`src/rtl/force_arbiter_pkg.sv`:
```
// force_arbiter_pkg
//   Shared types and helpers for the force arbiter.
//   - state_t      : arbiter FSM states (IDLE, FORCE, RELEASE)
//   - STATS_W      : width of the optional statistics counters
//   - PTR_W        : width of the round-robin pointer and winner index
//                    (sized for the largest supported NUM_REQ of 8)
//   - ptr_wrap_inc : pointer increment that wraps modulo the requester count
package force_arbiter_pkg;

    typedef enum logic [1:0] {
        IDLE    = 2'd0,
        FORCE   = 2'd1,
        RELEASE = 2'd2
    } state_t;

    localparam int STATS_W = 16;
    localparam int PTR_W   = 3;

    // Next round-robin start position after index p, wrapping at n.
    function automatic logic [PTR_W-1:0] ptr_wrap_inc(input logic [PTR_W-1:0] p,
                                                      input int               n);
        if (int'(p) + 1 >= n) begin
            return '0;
        end
        return p + 1'b1;
    endfunction

endpackage

```
`src/rtl/force_arbiter_rr_pick.sv`:
```
// force_arbiter_rr_pick
//   Combinational round-robin picker. Selects the first asserted request at
//   or after the pointer position, wrapping modulo NUM_REQ.
// Ports:
//   req     in  NUM_REQ  request vector
//   ptr     in  PTR_W    highest-priority position
//   win     out NUM_REQ  one-hot winner (zero when no request)
//   win_idx out PTR_W    winner index (zero when no request)
//   vld     out 1        at least one request present
module force_arbiter_rr_pick
    import force_arbiter_pkg::*;
#(
    parameter int NUM_REQ = 4
) (
    input  logic [NUM_REQ-1:0] req,
    input  logic [PTR_W-1:0]   ptr,
    output logic [NUM_REQ-1:0] win,
    output logic [PTR_W-1:0]   win_idx,
    output logic               vld
);

    // Walk priority positions k = 0..NUM_REQ-1 starting at ptr; the inner loop
    // matches the rotated position against each constant index so the request
    // vector is only ever indexed by elaboration-time constants.
    always_comb begin
        win     = '0;
        win_idx = '0;
        vld     = 1'b0;
        for (int k = 0; k < NUM_REQ; k++) begin
            int pos;
            pos = int'(ptr) + k;
            if (pos >= NUM_REQ) begin
                pos = pos - NUM_REQ;
            end
            for (int i = 0; i < NUM_REQ; i++) begin
                if (!vld && req[i] && (i == pos)) begin
                    vld     = 1'b1;
                    win[i]  = 1'b1;
                    win_idx = PTR_W'(i);
                end
            end
        end
    end

endmodule

```
`src/rtl/force_arbiter.sv`:
```
// force_arbiter
//   Shares one forceable signal between NUM_REQ requesters. A round-robin
//   winner has its value and hold count latched; the signal is overridden for
//   max(hold,1) cycles (or until the requester drops req), then one RELEASE
//   cycle pulses done to the owner before the arbiter returns to IDLE.
// Parameters:
//   NUM_REQ  number of requesters (2..8)
//   W        width of the forced signal
//   HW       width of each hold-cycle count
// Ports:
//   clk, rst_n          clock, asynchronous active-low reset
//   req      [NUM_REQ]  per-requester level request, held until done
//   req_val  [NUM_REQ*W]  force value, slice i for requester i
//   req_hold [NUM_REQ*HW] hold cycles, slice i for requester i
//   drv_val  [W]        normal driver value
//   gnt      [NUM_REQ]  one-hot grant (registered)
//   force_en            force applied (registered)
//   force_val [W]       latched force value
//   sig_out  [W]        force_en ? force_val : drv_val (combinational)
//   done     [NUM_REQ]  one-cycle release pulse to the owner
//   busy                arbiter not in IDLE
// Optional feature (macro FORCE_ARBITER_STATS_EN):
//   grant_cnt     [16]  saturating count of grants
//   early_rel_cnt [16]  saturating count of releases caused by req dropping
module force_arbiter
    import force_arbiter_pkg::*;
#(
    parameter int NUM_REQ = 4,
    parameter int W       = 1,
    parameter int HW      = 8
) (
    input  logic                  clk,
    input  logic                  rst_n,
    input  logic [NUM_REQ-1:0]    req,
    input  logic [NUM_REQ*W-1:0]  req_val,
    input  logic [NUM_REQ*HW-1:0] req_hold,
    input  logic [W-1:0]          drv_val,
    output logic [NUM_REQ-1:0]    gnt,
    output logic                  force_en,
    output logic [W-1:0]          force_val,
    output logic [W-1:0]          sig_out,
    output logic [NUM_REQ-1:0]    done,
    output logic                  busy
`ifdef FORCE_ARBITER_STATS_EN
    ,
    output logic [STATS_W-1:0]    grant_cnt,
    output logic [STATS_W-1:0]    early_rel_cnt
`endif
);

    state_t              state;
    logic [PTR_W-1:0]    ptr;
    logic [HW-1:0]       cnt;

    logic [NUM_REQ-1:0]  pick_win;
    logic [PTR_W-1:0]    pick_idx;
    logic                pick_vld;
    logic [W-1:0]        pick_val;
    logic [HW-1:0]       pick_hold;

    logic                req_held;
    logic                last_cycle;

    force_arbiter_rr_pick #(
        .NUM_REQ (NUM_REQ)
    ) u_pick (
        .req     (req),
        .ptr     (ptr),
        .win     (pick_win),
        .win_idx (pick_idx),
        .vld     (pick_vld)
    );

    // Slice the winner's value and hold count out of the packed inputs.
    always_comb begin
        pick_val  = '0;
        pick_hold = '0;
        for (int i = 0; i < NUM_REQ; i++) begin
            if (pick_win[i]) begin
                pick_val  = req_val[i*W +: W];
                pick_hold = req_hold[i*HW +: HW];
            end
        end
    end

    // gnt is only non-zero in FORCE, so it doubles as the owner mask there.
    assign req_held   = |(req & gnt);
    // A loaded count of 0 or 1 both mean this is the final forced cycle.
    assign last_cycle = (cnt <= HW'(1));

    always_ff @(posedge clk or negedge rst_n) begin
        if (!rst_n) begin
            state     <= IDLE;
            ptr       <= '0;
            cnt       <= '0;
            gnt       <= '0;
            force_en  <= 1'b0;
            force_val <= '0;
            done      <= '0;
        end else begin
            case (state)
                IDLE: begin
                    done <= '0;
                    if (pick_vld) begin
                        gnt       <= pick_win;
                        force_en  <= 1'b1;
                        force_val <= pick_val;
                        cnt       <= pick_hold;
                        ptr       <= ptr_wrap_inc(pick_idx, NUM_REQ);
                        state     <= FORCE;
                    end
                end
                FORCE: begin
                    // The cycle already underway stays forced; force_en drops
                    // after this edge whether the hold ran out or req fell.
                    if (last_cycle || !req_held) begin
                        force_en <= 1'b0;
                        gnt      <= '0;
                        done     <= gnt;
                        cnt      <= '0;
                        state    <= RELEASE;
                    end else begin
                        cnt <= cnt - 1'b1;
                    end
                end
                RELEASE: begin
                    done  <= '0;
                    state <= IDLE;
                end
                default: begin
                    force_en <= 1'b0;
                    gnt      <= '0;
                    done     <= '0;
                    state    <= IDLE;
                end
            endcase
        end
    end

    assign busy    = (state != IDLE);
    assign sig_out = force_en ? force_val : drv_val;

`ifdef FORCE_ARBITER_STATS_EN
    // A release counts as early only when the hold had not already expired.
    always_ff @(posedge clk or negedge rst_n) begin
        if (!rst_n) begin
            grant_cnt     <= '0;
            early_rel_cnt <= '0;
        end else begin
            if (state == IDLE && pick_vld && grant_cnt != '1) begin
                grant_cnt <= grant_cnt + 1'b1;
            end
            if (state == FORCE && !req_held && !last_cycle && early_rel_cnt != '1) begin
                early_rel_cnt <= early_rel_cnt + 1'b1;
            end
        end
    end
`endif

endmodule

```
`config.mk`:
```
export PLATFORM = sky130hd
export DESIGN_NAME = force_arbiter
export DESIGN_NICKNAME = d
export VERILOG_FILES = /design/src/rtl/force_arbiter_pkg.sv /design/src/rtl/force_arbiter_rr_pick.sv /design/src/rtl/force_arbiter.sv
export SDC_FILE = /design/constraint.sdc
export NUM_CORES = 1
export LEC_CHECK = 0
export BUFFER_PORTS_ARGS = -buffer_cell sky130_fd_sc_hd__buf_2
export CORE_MARGIN = 4
export CORE_UTILIZATION = 57
export CTS_CLUSTER_SIZE = 16
export DETAILED_ROUTE_END_ITERATION = 8
export HOLD_SLACK_MARGIN = 0.1
export PLACE_DENSITY_LB_ADDON = 0.12
export SLEW_MARGIN = 20
export SYNTH_ARGS = -nofsm -noshare
export SYNTH_HDL_FRONTEND = slang
export SYNTH_SLANG_ARGS = --single-unit
```
`constraint.sdc`:
```
create_clock -name clk -period 4.77 [get_ports clk]
set_input_delay 1.1925 -clock clk [delete_from_list [all_inputs] [get_ports clk]]
set_output_delay 1.1925 -clock clk [all_outputs]
set_load 0.05 [all_outputs]
```
# Yosys cells after proc, flatten, opt, wreduce, memory -nomap -nowiden
# Cells that the tools add are included.
# word_totals
regBits	23
inputBits	43
output_inout_bits	12
word_cells	179
# op_classes
addsub	10
order_cmp	6
eq_ne	16
mux	78
n_bitwise	2
reduce_logical	60
# op_table
cell	count
3-bit by 32-bit equality test with 1-bit output (first input constant)	8
2-bit by 32-bit equality test with 1-bit output (first input constant)	4
32-bit zero test	4
32-bit two-way mux	4
32-bit by 4-bit >= comparator with 1-bit output (second input constant)	3
32-bit by 4-bit subtractor with 32-bit output (second input constant)	3
8-bit two-way mux	6
1-bit two-way mux	42
2-bit two-way mux	16
1-bit logical AND	31
1-bit zero test	16
4-bit two-way mux	4
8-bit one-hot mux with 2 select lines	1
4-bit one-hot mux with 3 select lines	1
3-bit by 1-bit adder with 4-bit output (second input constant)	2
3-bit by 2-bit adder with 4-bit output (second input constant)	2
8-bit by 1-bit <= comparator with 1-bit output (second input constant)	1
8-bit by 1-bit subtractor with 8-bit output (second input constant)	1
3-bit two-way mux	2
2-bit AND reduction	3
4-bit AND	1
4-bit by 3-bit >= comparator with 1-bit output (second input constant)	1
2-bit inequality test (second input constant)	2
2-bit one-hot mux with 2 select lines	1
12 further kinds	13

# Longest topological paths before layout
# Gate-level depths: netlist (run 1).
# logic_depth
ltp_word	71
depth_mapped	12
mapped_depth_nobuf	11

# By module
# From an unflattened synthesis (run 1), not the netlist that was laid out.
# unflattened
hier_cells	208
hier_area_um2	1766.7
# modules_own_cells
mod	instances	cells_each	area_each_um2	seq_area_each_um2
force_arbiter	1	162	1495.2	575.6
force_arbiter_rr_pick	1	46	271.5	0.0

# Worst setup path after synthesis (run 1)
# Ideal clock, no wire load.
# synth_path
path_kind	input to register
from	input port req[2]
to	register ptr[1]
setup_time_ns	0.134
arrival_ns	2.956
t_required_ns	4.636
path_slack_ns	1.680
stages	10
n_path_buf	2
cell_sequence	clkbuf_1 mux4_2 nor4_2 o2111ai_1 a21boi_1 buf_4 or2_1 ha_1 nand2_1 o21ai_0
# synth_via
elab_chain_len	61
elab_cells_between_ends	77
cone_classes	add/sub: 2; order compare: 1; mux: 32; reduce/logical: 42
# synth_rtl
element	line_no	source
start, declared	force_arbiter.sv:34	input logic [NUM_REQ-1:0] req,
1-bit logical AND (2 in series)	force_arbiter_rr_pick.sv:36	if (!vld && req[i] && (i == pos)) begin
1-bit two-way mux	force_arbiter_rr_pick.sv:36	
1-bit zero test	force_arbiter_rr_pick.sv:36	
1-bit logical AND (2 in series)	force_arbiter_rr_pick.sv:36	
1-bit two-way mux	force_arbiter_rr_pick.sv:36	
1-bit zero test	force_arbiter_rr_pick.sv:36	
1-bit logical AND (2 in series)	force_arbiter_rr_pick.sv:36	
1-bit two-way mux	force_arbiter_rr_pick.sv:36	
[41 not listed]	--	
1-bit logical AND (2 in series)	force_arbiter_rr_pick.sv:36	
2-bit two-way mux	force_arbiter_rr_pick.sv:36	
3-bit by 1-bit adder with 4-bit output	force_arbiter_pkg.sv:22	if (int'(p) + 1 >= n) begin
4-bit by 3-bit >= comparator with 1-bit output	force_arbiter_pkg.sv:22	
1-bit two-way mux	force_arbiter_pkg.sv:22	
1-bit two-way mux	force_arbiter.sv:104	if (pick_vld) begin
1-bit two-way mux	force_arbiter.sv:101	case (state)
3-bit two-way mux	force_arbiter_pkg.sv:25	return p + 1'b1;
end signal, assigned	force_arbiter.sv:109	ptr <= ptr_wrap_inc(pick_idx, NUM_REQ);
end, declared	force_arbiter.sv:52	logic [PTR_W-1:0] ptr;
# Parallel ways exist; a longest one is shown, timed or not. The select of a mux whose other input is x is not followed.
# A chain may end at the register's enable or synchronous reset.

# Final worst setup path (run 1)
# layout_path
from	register ptr[1]
to	register force_val
# layout_via
elab_chain_len	66
elab_cells_between_ends	113
cone_classes	add/sub: 7; order compare: 4; eq/ne: 12; mux: 39; reduce/logical: 51
# layout_rtl
element	line_no	source
3-bit by 3-bit subtractor with 4-bit output or 3-bit >= comparator (tied branches)	force_arbiter_rr_pick.sv:33, force_arbiter_rr_pick.sv:32	
32-bit two-way mux	force_arbiter_rr_pick.sv:32	if (pos >= NUM_REQ) begin
32-bit zero test	force_arbiter_rr_pick.sv:36	
1-bit logical AND	force_arbiter_rr_pick.sv:36	
1-bit two-way mux	force_arbiter_rr_pick.sv:36	
1-bit zero test	force_arbiter_rr_pick.sv:36	
1-bit logical AND (2 in series)	force_arbiter_rr_pick.sv:36	
1-bit two-way mux	force_arbiter_rr_pick.sv:36	
[47 not listed]	--	
1-bit two-way mux	force_arbiter_rr_pick.sv:36	
1-bit zero test	force_arbiter_rr_pick.sv:36	
1-bit logical AND (2 in series)	force_arbiter_rr_pick.sv:36	
1-bit two-way mux	force_arbiter_rr_pick.sv:36	
1-bit zero test	force_arbiter_rr_pick.sv:36	
1-bit logical AND (2 in series)	force_arbiter_rr_pick.sv:36	
1-bit two-way mux	force_arbiter_rr_pick.sv:36	
1-bit two-way mux or 2-bit AND reduction (tied branches)	--	
end signal, assigned	force_arbiter.sv:107	force_val <= pick_val;
end, declared	force_arbiter.sv:40	output logic [W-1:0] force_val,
# Parallel ways exist; a longest one is shown, timed or not.

==> results of run 1 <==
-- registers in the layout, summed over array words and instances (netlist names) --
| name | count |
|---|---|
| state | 2 |
| cnt | 8 |
| ptr | 3 |
| force_val | 1 |
| force_en | 1 |
| gnt | 4 |
| done | 4 |
-- placed cells by master (no fill, tap or decap), types with 3 or more instances in the layout --
master    instances
buf_2            54
nand2_1          30
dfrtp_1          23
nor2_1           13
o21ai_0          13
o31ai_1           8
nand3_1           8
inv_1             7
a21oi_1           7
ha_1              7
nor3_1            5
a221oi_2          5
nor2b_1           4
nand2b_1          4
or2_2             3
nand4_1           3
mux2i_1           3
a21o_1            3
o211ai_2          3
o31a_1            3
a32oi_1           3
clkbuf_4          3
-- logic make-up (layout without fill, tap and decap cells) --
group,Yosys count,count (layout),share of synthesized area [%]
DFF,23,23,29.4
adders and majority gates,7,7,4.48
buffers and inverters,18,66,4.54
and+or+nand+nor,85,85,22.6
AOI/OAI and AO/OA,80,80,34.6
muxes,6,6,4.41
-- power groups by stage --
| stage | Combinational (mW) | Sequential (mW) | Clock (mW) |
|---|---|---|---|
| 6_report | 1.05 | 0.403 | 0.0931 |
| 4_1_cts | 1.04 | 0.400 | 0.0944 |
| 2_1_floorplan | 0.771 | 0.448 | 0 |
| 5_1_grt | 1.14 | 0.418 | 0.103 |
| 3_3_place_gp | 1.02 | 0.403 | 0 |
| 3_5_place_dp | 1.04 | 0.405 | 0 |
-- critical path, delay by kind of cell, from the launching register on --
kind                     cells  cell delay [ns]
adder cells (fa/ha/maj)      1             0.43
buffers and inverters        1             0.33
AO/OA/AOI/OAI                3             1.18
AND/OR/NAND/NOR              3             0.64
flip-flops                   1             0.77
-- routing by layer --
| layer | global-route usage, % | up-vias | share of wire, % |
|---|---|---|---|
| li1 | - | 940 | - |
| met1 | 36.7 | 929 | 42 |
| met2 | 43.3 | 115 | 47 |
| met3 | 5.23 | 8 | 9.3 |
| met4 | 6.35 | 0 | 1.7 |
| met5 | 0 | - | 0 |
-- area by class of cell --
type,instances,area [µm²]
clock inverter,1,5.00
timing repair buffer,55,278
inverter,7,26.3
fill,315,1080
sequential,23,576
multi-input combinational,178,1290
tap,46,57.6
clock buffer,3,22.5
-- stage by stage --
step                      std cells  total power [mW]  utilization, %  hold WS (ns)
after global placement          309              1.42            66.8         0.445
after floorplan                 219              1.22               -         0.490
after global routing            313              1.66            67.6         0.513
final                           313              1.54            67.6         0.473
after CTS                       313              1.53            67.6         0.479
after detailed placement        309              1.44            66.8         0.450
-- worst paths after layout --
check | to | slack (ns) | cells past startpoint
max in group asynchronous | cnt[2] | 3.59 | 1
worst max-delay path | force_val | 1.29 | 8
worst max register to register | force_val | 1.29 | 8
worst min register to register | done[2] | 0.47 | 2
worst min-delay path | done[2] | 0.47 | 2
min in group asynchronous | cnt[3] | 0.83 | 1
==> metrics.md, run 1 <==
| Metric | Value |
|---|---|
| Outcome | completed |
| Register area share after synthesis | 29.4% |
| Post-place setup slack | 1.41 ns |
| Area after DPL | 0.00223 mm² |
| Worst path max stage delay | 0.77 ns |
| Most used cell, CP | nand2_1 |
| Post-route setup slack | 1.29 ns |
| Final nets | 318 |
| CP Capture Type | flop |
| Initial Utilization | 58.6% |
| Hold Crit Class | reg2reg |
| Hold_buf cts | 0 |
| Setup TNS | 0 ns |
| Cells after synthesis | 219 |
| Final non-filler cell area | 0.00226 mm² |
| Critical-path cell list | inv_1 > ha_1 > o31ai_1 > nand2_1 > and2_1 > a21oi_2 > nand2_1 > o221a_1 |
| First-pass GRT wire length | 8980 µm |
| Wire length per cell | 17.8 µm |
| Die span in y | 66.6 µm |
| Most used DFF post-synth | dfrtp_1 |
| Hold Startpoint | done[2] |
| Crit. Startpoint | ptr[1] |
| Post-synth top cells | nand2_1, dfrtp_1, nor2_1, o21ai_0 |
| Highest net fanout along the worst path | 18 |
| DRT iter0 DRCs | 118 |
| Latest clock arrival within the worst-skew pair | 0.32 ns |
| Die width | 66.6 µm |
| Post-route DRC | 0 |
| Min Tclk post-route | 3.48 ns |
| Post-CTS Setup Repair Bufs | 0 |
| Synth Net Count | 269 |
| # clock sinks | 23 |
| Max-Cap Viols | 0 |
| Internal power | 690 µW |
| Clock Path Buffers | 2 |
| Most frequent cell after synthesis | nand2_1 |
| Vias | 1992 |
| Row count | 21 |
| Synthesis-to-finish area growth | 15.3% |
| Post-synth EDFFs | 0 |
| CTS clk-pin slew, worst paths | 0.13 ns |
| Max Transition Viols Final | 0 |
| CTS tree | built |
| RD Place Congestion | 0.915 |
| Top cells by area, synth | dfrtp_1, nand2_1, ha_1, a221oi_2, o21ai_0 |
| Endpoints failing hold | 0 |
| Synth warn | 0 |
| Sw frac | 55.3% |
| Max VDD drop | 309 µV |
| Seq pwr share | 26.1% |
| Synth Register Bits | 23 |
| Synth cell types | 65 |
| Final WL | 5560 µm |
| Worst Tran Pin Value | 0.876 ns |
| Die footprint | 0.00443 mm² |
| FMAX | 288 MHz |
| WP data required | 4.99 ns |
| Detailed Place HPWL | 4350 µm |
| Async set-reset flop share out of synthesis | 100% |
| GRT overflow | 0 |
| Crit path launch type | flop |
| Final Setup Violations | 0 |
| CP max stage cell | dfrtp_1 |
| ANT cells | 0 |
| Worst Clk Skew | 0.00801 ns |
| CTS Buf Count | 3 |
| Mean Syn Cell Area | 8.94 µm² |
| Clock power frac | 6.0% |
| Vias in the first global route | 1869 |
| Critical path class | reg2reg |
| Share of the synthesized area in the top cell type | 29.4% |
| Fin crit share | 72.9% |
| RSZ-0062 raised after global routing | no |
| Combinational power share | 67.9% |
| Net Switching | 853 µW |
| Pleak | 1.06 nW |
| Drt first pass iters | 4 |
| Vias/cell | 6.36 |
| Pwr/cell area | 684 mW/mm² |
| Largest net degree at the start of global routing | 24 |
| Core ar. | 0.00334 mm² |
| Initial antenna violation count | 0 |
| Ports | 55 |
| Crit path DAT | 3.69 ns |
| Top cell type by total area after synthesis | dfrtp_1 |
| I/O Buffers | 54 |
| RR Startpoint | ptr[1] |
| H-tree depth | 1 |
| Layout cells sized above 1 | 32.2% |
| CTS resizes | 0 |
| Synthesized area | 0.00196 mm² |
| Antenna-violating nets left | 0 |
| Rel. slew slack | 41.2% |
| Total track usage | 26.8% |
| Root buf cell | clkbuf_4 |
Power figures use the tool's default switching activity.
==> run 2: changes to the inputs <==
--- a/config.mk
+++ b/config.mk
@@ -7,7 +7,7 @@
 export LEC_CHECK = 0
 export BUFFER_PORTS_ARGS = -buffer_cell sky130_fd_sc_hd__buf_2
 export CORE_MARGIN = 4
-export CORE_UTILIZATION = 57
+export CORE_UTILIZATION = 47
 export CTS_CLUSTER_SIZE = 16
 export DETAILED_ROUTE_END_ITERATION = 8
 export HOLD_SLACK_MARGIN = 0.1
==> constraint.sdc (replaced) <==
create_clock -name clk -period 3 [get_ports clk]
set_input_delay 0.75 -clock clk [delete_from_list [all_inputs] [get_ports clk]]
set_output_delay 0.75 -clock clk [all_outputs]
set_load 0.05 [all_outputs]
==> run 2 against run 1 <==
- core utilization fell by 8.7 points
- maximum frequency up 28%
- critical path depth is the same
- sequential share of layout area down 1.1 points
- sequential cell count stayed put
- largest cell class unchanged
==> metrics.md, run 2 (synthesized netlist as in run 1, its figures left out) <==
| Metric | Value |
|---|---|
| Final WL | 5600 µm (+0.77%) |
| RR Startpoint | ptr[1] |
| Max-Cap Viols | 0 (unchanged) |
| Seq pwr share | 23.2% (-2.9 points) |
| Post-route DRC | 0 (unchanged) |
| H-tree depth | 1 (unchanged) |
| Critical path class | reg2reg |
| Commonest non-fill, non-tap cell in the layout | buf_2 |
| Max VDD drop | 415 µV (+34%) |
| # clock sinks | 23 (unchanged) |
| DRT iter0 DRCs | 153 (+30%) |
| Top reg by flops | cnt |
| Crit path launch type | flop |
| Worst Clk Skew | 0.00152 ns (-0.00649 ns) |
| Outcome | completed |
| Vias/cell | 6.10 (-4.1%) |
| Pleak | 1.11 nW (+5.1%) |
| Endpoints failing hold | 0 (unchanged) |
| Initial Utilization | 48.9% (-9.7 points) |
| Most frequent cells in the layout | buf_2, nand2_1, dfrtp_1, nor2_1, o21ai_0 |
| Fin crit share | 90.7% (+18 points) |
| Wire length per cell | 17.2 µm (-3.2%) |
| Highest net fanout along the worst path | 7 (-11) |
| Root buf cell | clkbuf_8 |
| Final Setup Violations | 0 (unchanged) |
| CTS clk-pin slew, worst paths | 0.09 ns (-0.04 ns) |
| Pwr/cell area | 1100 mW/mm² (+60%) |
| CP Capture Type | flop |
| RSZ-0062 raised after global routing | no |
| WP data required | 3.16 ns (-1.83 ns) |
| Worst R2R Path Depth | 8 (unchanged) |
| Hold_buf cts | 0 (unchanged) |
| CTS tree | built |
| ANT cells | 0 (unchanged) |
| Worst reg-to-reg setup slack | 0.28 ns (-1.01 ns) |
| Clock Path Buffers | 2 (unchanged) |
| Final nets | 327 (+2.8%) |
| Clock power frac | 7.8% (+1.8 points) |
| Sw frac | 53.2% (-2.1 points) |
| GRT overflow | 0 (unchanged) |
| Rel. slew slack | 45.3% (+4.1 points) |
| Hold Crit Class | in2async |
| Crit. Startpoint | ptr[1] |
| Latest clock arrival within the worst-skew pair | 0.27 ns (-0.05 ns) |
| Detailed Place HPWL | 4380 µm (+0.80%) |
| Drt first pass iters | 4 (unchanged) |
| Worst Tran Pin Value | 0.815 ns (-0.0610 ns) |
| Ports | 55 (unchanged) |
| Setup TNS | 0 ns (unchanged) |
| Crit path DAT | 2.88 ns (-0.81 ns) |
| Vias | 1989 (-0.15%) |
| Total power | 2.58 mW (+67%) |
| Row count | 23 (+9.5%) |
| Die width | 72.5 µm (+8.9%) |
| Core ar. | 0.00400 mm² (+20%) |
| Initial antenna violation count | 0 (unchanged) |
| Die span in y | 72.5 µm (+8.9%) |
| Largest net degree at the start of global routing | 24 (unchanged) |
| Synthesis-to-finish area growth | 20.4% |
| Combinational power share | 69.0% (+1.1 points) |
| Antenna-violating nets left | 0 (unchanged) |
| Top flop regs | cnt (8), done (4), gnt (4) |
| Die footprint | 0.00526 mm² (+19%) |
| RD Place Congestion | 0.891 (-2.6%) |
| Min Tclk post-route | 2.72 ns (-0.757 ns) |
| Internal power | 1.21 mW (+75%) |
| Layout fillers | 375 (+19%) |
| Vias in the first global route | 1813 (-3.0%) |
| Net Switching | 1.37 mW (+61%) |
| Largest register FFs | 8 (unchanged) |
| RR Endpoint | cnt[7] |
| Max Transition Viols Final | 0 (unchanged) |
| Layout cells sized above 1 | 34.4% (+2.2 points) |
| CTS Buf Count | 3 (unchanged) |
| Total track usage | 21.7% (-5.1 points) |
| FMAX | 368 MHz (+28%) |
| I/O Buffers | 54 (unchanged) |
| First-pass GRT wire length | 8980 µm (unchanged) |
run 2: final cells by class:
cell class | count | area [µm²] | area share (%)
clock buffers | 3 | 41.3 | 1.75
clock inverters | 1 | 5.00 | 0.212
inverters | 7 | 26.3 | 1.12
multi-input cells | 178 | 1300 | 55.2
flip-flops and latches | 23 | 576 | 24.4
well taps | 50 | 62.6 | 2.66
repair buffers | 64 | 345 | 14.7
run 2: worst max-delay path, cell delays in order (launching register included):
cell and delay [ns]:
dfrtp_1 0.42, ha_1 0.30, nand2b_1 0.21, o31ai_1 0.39, nand2_1 0.21, and2_1 0.30
a32oi_1 0.24, a31oi_1 0.13, a2111o_1 0.39
run 2: power by group through the flow:
| stage | logic, mW | registers, mW | clock network, mW |
|---|---|---|---|
| 2_1_floorplan | 1.23 | 0.712 | 0 |
| 3_3_place_gp | 1.75 | 0.601 | 0 |
| 3_5_place_dp | 1.76 | 0.602 | 0 |
| 4_1_cts | 1.76 | 0.596 | 0.204 |
| 5_1_grt | 1.94 | 0.620 | 0.222 |
| 6_report | 1.78 | 0.599 | 0.203 |
run 2: repair_timing:
action / CTS / global route
gates resized for setup: 0 / 1
buffers inserted: 0 / 0
endpoints found under the setup margin: 0 / 3
run 2: through the flow:
step | hold slack, ns | instance area, µm² | instances | worst slack, ns | utilization, %
global route | 0.491 | 2360 | 326 | 0.0918 | 58.9
floorplan | 0.454 | 1960 | 219 | 0.353 | -
finish | 0.445 | 2360 | 326 | 0.280 | 58.9
global placement | 0.446 | 2300 | 322 | 0.179 | 57.6
CTS | 0.469 | 2350 | 326 | 0.185 | 58.7
detailed placement | 0.451 | 2300 | 322 | 0.163 | 57.6
run 2: metal layers:
metal  global-route usage [%]  routed length [µm]  vias up
li1                         -                   -      961
met5                        0                   0        -
met1                     32.6                2680      947
met2                     31.7                2400       71
met3                     3.60                 411       10
met4                     6.56                 106        0
run 2: worst max-delay path by stage:
stage                        end  cells after the start
after detailed placement  cnt[4]                      8
after global routing      cnt[4]                      9
final                     cnt[7]                      8
after global placement    cnt[4]                      8
after floorplan           ptr[1]                     10
after CTS                 cnt[4]                      8
==> run 3: changes to the inputs <==
==> constraint.sdc (replaced) <==
create_clock -name clk -period 3 [get_ports clk]
set_input_delay 0.15 -clock clk [delete_from_list [all_inputs] [get_ports clk]]
set_output_delay 0.15 -clock clk [all_outputs]
set_load 0.05 [all_outputs]
==> run 3 against run 2 <==
- clock power is essentially flat
- first-iteration DRC count decreased by 26%
- clock skew rose by 0.0064 ns
- critical path depth grew 2
- die area unchanged
- final cell count grew 0.31%
- via count did not move
- maximum frequency rose by 0.46%
- hold slack lost 0.33 ns
- total power decreased by 1.2%
- clock-buffer cell count stayed put
- largest cell class unchanged
==> metrics.md, run 3 (synthesized netlist as in run 1, its figures left out) <==
| Metric | Value |
|---|---|
| Commonest non-fill, non-tap cell in the layout | buf_2 |
| Setup TNS | 0 ns (unchanged) |
| Max VDD drop | 471 µV (+13%) |
| Layout fillers | 385 (+2.7%) |
| Die width | 72.5 µm (unchanged) |
| Final WL | 5610 µm (+0.21%) |
| Synthesis-to-finish area growth | 20.8% |
| Critical path class | reg2reg |
| Largest net degree at the start of global routing | 24 (unchanged) |
| Worst reg-to-reg setup slack | 0.29 ns (about the same) |
| Rel. slew slack | 64.6% (+19 points) |
| DRT iter0 DRCs | 113 (-26%) |
| Pleak | 1.12 nW (about the same) |
| Die footprint | 0.00526 mm² (unchanged) |
| CP Capture Type | flop |
| I/O Buffers | 54 (unchanged) |
| Ports | 55 (unchanged) |
| Area after DPL | 0.00229 mm² (-0.65%) |
| Finished Layout Cells | 327 (+0.31%) |
| Min Tclk post-route | 2.71 ns (-0.0125 ns) |
| Inst Count DP | 320 (-0.62%) |
| Antenna-violating nets left | 0 (unchanged) |
| Final non-filler cell area | 0.00236 mm² (+0.32%) |
| Net Switching | 1.36 mW (-1.2%) |
| Vias/cell | 6.08 (-0.31%) |
| Detailed Place HPWL | 4370 µm (-0.26%) |
| Root buf cell | clkbuf_8 |
| Die span in y | 72.5 µm (unchanged) |
| Max Transition Viols Final | 0 (unchanged) |
| GRT overflow | 0 (unchanged) |
| RD Place Congestion | 0.958 (+7.5%) |
| Clock power frac | 7.9% (about the same) |
| Highest net fanout along the worst path | 17 (+10) |
| Core Util, Final | 59.1% (+0.19 points) |
| Hold Crit Class | in2reg |
| Pwr/cell area | 1080 mW/mm² (-1.5%) |
| Initial antenna violation count | 0 (unchanged) |
| Wire length per cell | 17.2 µm (about the same) |
| Crit path launch type | flop |
| Total track usage | 22.6% (+0.86 points) |
| WP data required | 3.14 ns (-0.02 ns) |
| H-tree depth | 1 (unchanged) |
| Hold_buf cts | 3 (+3) |
| Vias in the first global route | 1991 (+9.8%) |
| CTS tree | built |
| Largest register FFs | 8 (unchanged) |
| Max-Cap Viols | 0 (unchanged) |
| CTS clk-pin slew, worst paths | 0.09 ns (about the same) |
| Final nets | 328 (+0.31%) |
| ANT cells | 0 (unchanged) |
| Endpoints failing hold | 0 (unchanged) |
| Post-route DRC | 0 (unchanged) |
| Vias | 1989 (unchanged) |
| FMAX | 369 MHz (+0.46%) |
| First-pass GRT wire length | 9400 µm (+4.8%) |
| # clock sinks | 23 (unchanged) |
| Sw frac | 53.2% (about the same) |
| CTS Buf Count | 3 (unchanged) |
| Latest clock arrival within the worst-skew pair | 0.27 ns (about the same) |
| Layout cells sized above 1 | 33.6% (-0.85 points) |
| CTS resizes | 0 (unchanged) |
| Fin crit share | 90.2% (-0.42 points) |
| Top reg by flops | cnt |
| Most frequent cells in the layout | buf_2, nand2_1, dfrtp_1, nor2_1, o21ai_0 |
| Worst Clk Skew | 0.00791 ns (+0.00640 ns) |
| Internal power | 1.19 mW (-1.2%) |
| Final Setup Violations | 0 (unchanged) |
| Core ar. | 0.00400 mm² (unchanged) |
| Worst Tran Pin Value | 0.532 ns (-0.284 ns) |
| Crit path DAT | 2.85 ns (-0.03 ns) |
| RSZ-0062 raised after global routing | no |
| Seq pwr share | 22.0% (-1.2 points) |
| Initial Utilization | 48.9% (unchanged) |
| Top flop regs | cnt (8), done (4), gnt (4) |
| Row count | 23 (unchanged) |
| Combinational power share | 70.1% (+1.1 points) |
| Post-CTS Setup Repair Bufs | 0 (unchanged) |
| Clock Path Buffers | 2 (unchanged) |
| Outcome | completed |
| Drt first pass iters | 4 (unchanged) |
run 3: layout make-up:
cell class / instances / area (µm²) / area share [%]
Clock buffer: 3 / 41.3 / 1.75
Clock inverter: 1 / 5.00 / 0.212
Inverter: 7 / 26.3 / 1.11
Multi-Input combinational cell: 178 / 1290 / 54.7
Sequential cell: 23 / 576 / 24.4
Tap cell: 50 / 62.6 / 2.65
Timing Repair Buffer: 65 / 360 / 15.2
run 3: layer usage:
layer,up-vias,global-route usage [%],routed length (µm)
met2,84,36.2,2540
met4,0,5.33,95
met5,-,0,0
met3,10,5.26,454
met1,936,30.8,2520
li1,959,-,-
run 3: worst max-delay path: stages, from the launching register on:
cell      delay [ns]
dfrtp_1         0.43
buf_4           0.25
and3b_1         0.23
or3_1           0.42
a311oi_4        0.30
and4bb_1        0.37
nor2_1          0.09
nand2_1         0.09
ha_1            0.24
nand2_1         0.06
o21ai_0         0.09
run 3: worst paths after layout:
kind | start | to | cells after the start
worst min-delay path | req_hold[26] | cnt[2] | 3
worst max-delay path | ptr[0] | ptr[1] | 10
worst max register to register | ptr[0] | ptr[1] | 10
min in group asynchronous | rst_n | gnt[2] | 2
max in group asynchronous | rst_n | done[0] | 2
worst min register to register | done[2] | done[2] | 2
run 3: metrics by stage:
stage	worst slack [ns]	power [mW]	hold WS, ns
2_1_floorplan	0.355	1.94	-0.146
3_3_place_gp	0.352	2.33	0.168
3_5_place_dp	0.325	2.35	0.164
4_1_cts	0.294	2.56	0.109
5_1_grt	0.0550	2.77	0.119
6_report	0.293	2.55	0.113
run 3: power groups by stage:
stage               Clock (mW)  Sequential, mW  Combinational [mW]
global placement             0           0.563                1.77
detailed placement           0           0.568                1.78
CTS                      0.208           0.562                1.79
floorplan                    0           0.712                1.23
global route             0.217           0.582                1.97
finish                   0.201           0.562                1.79
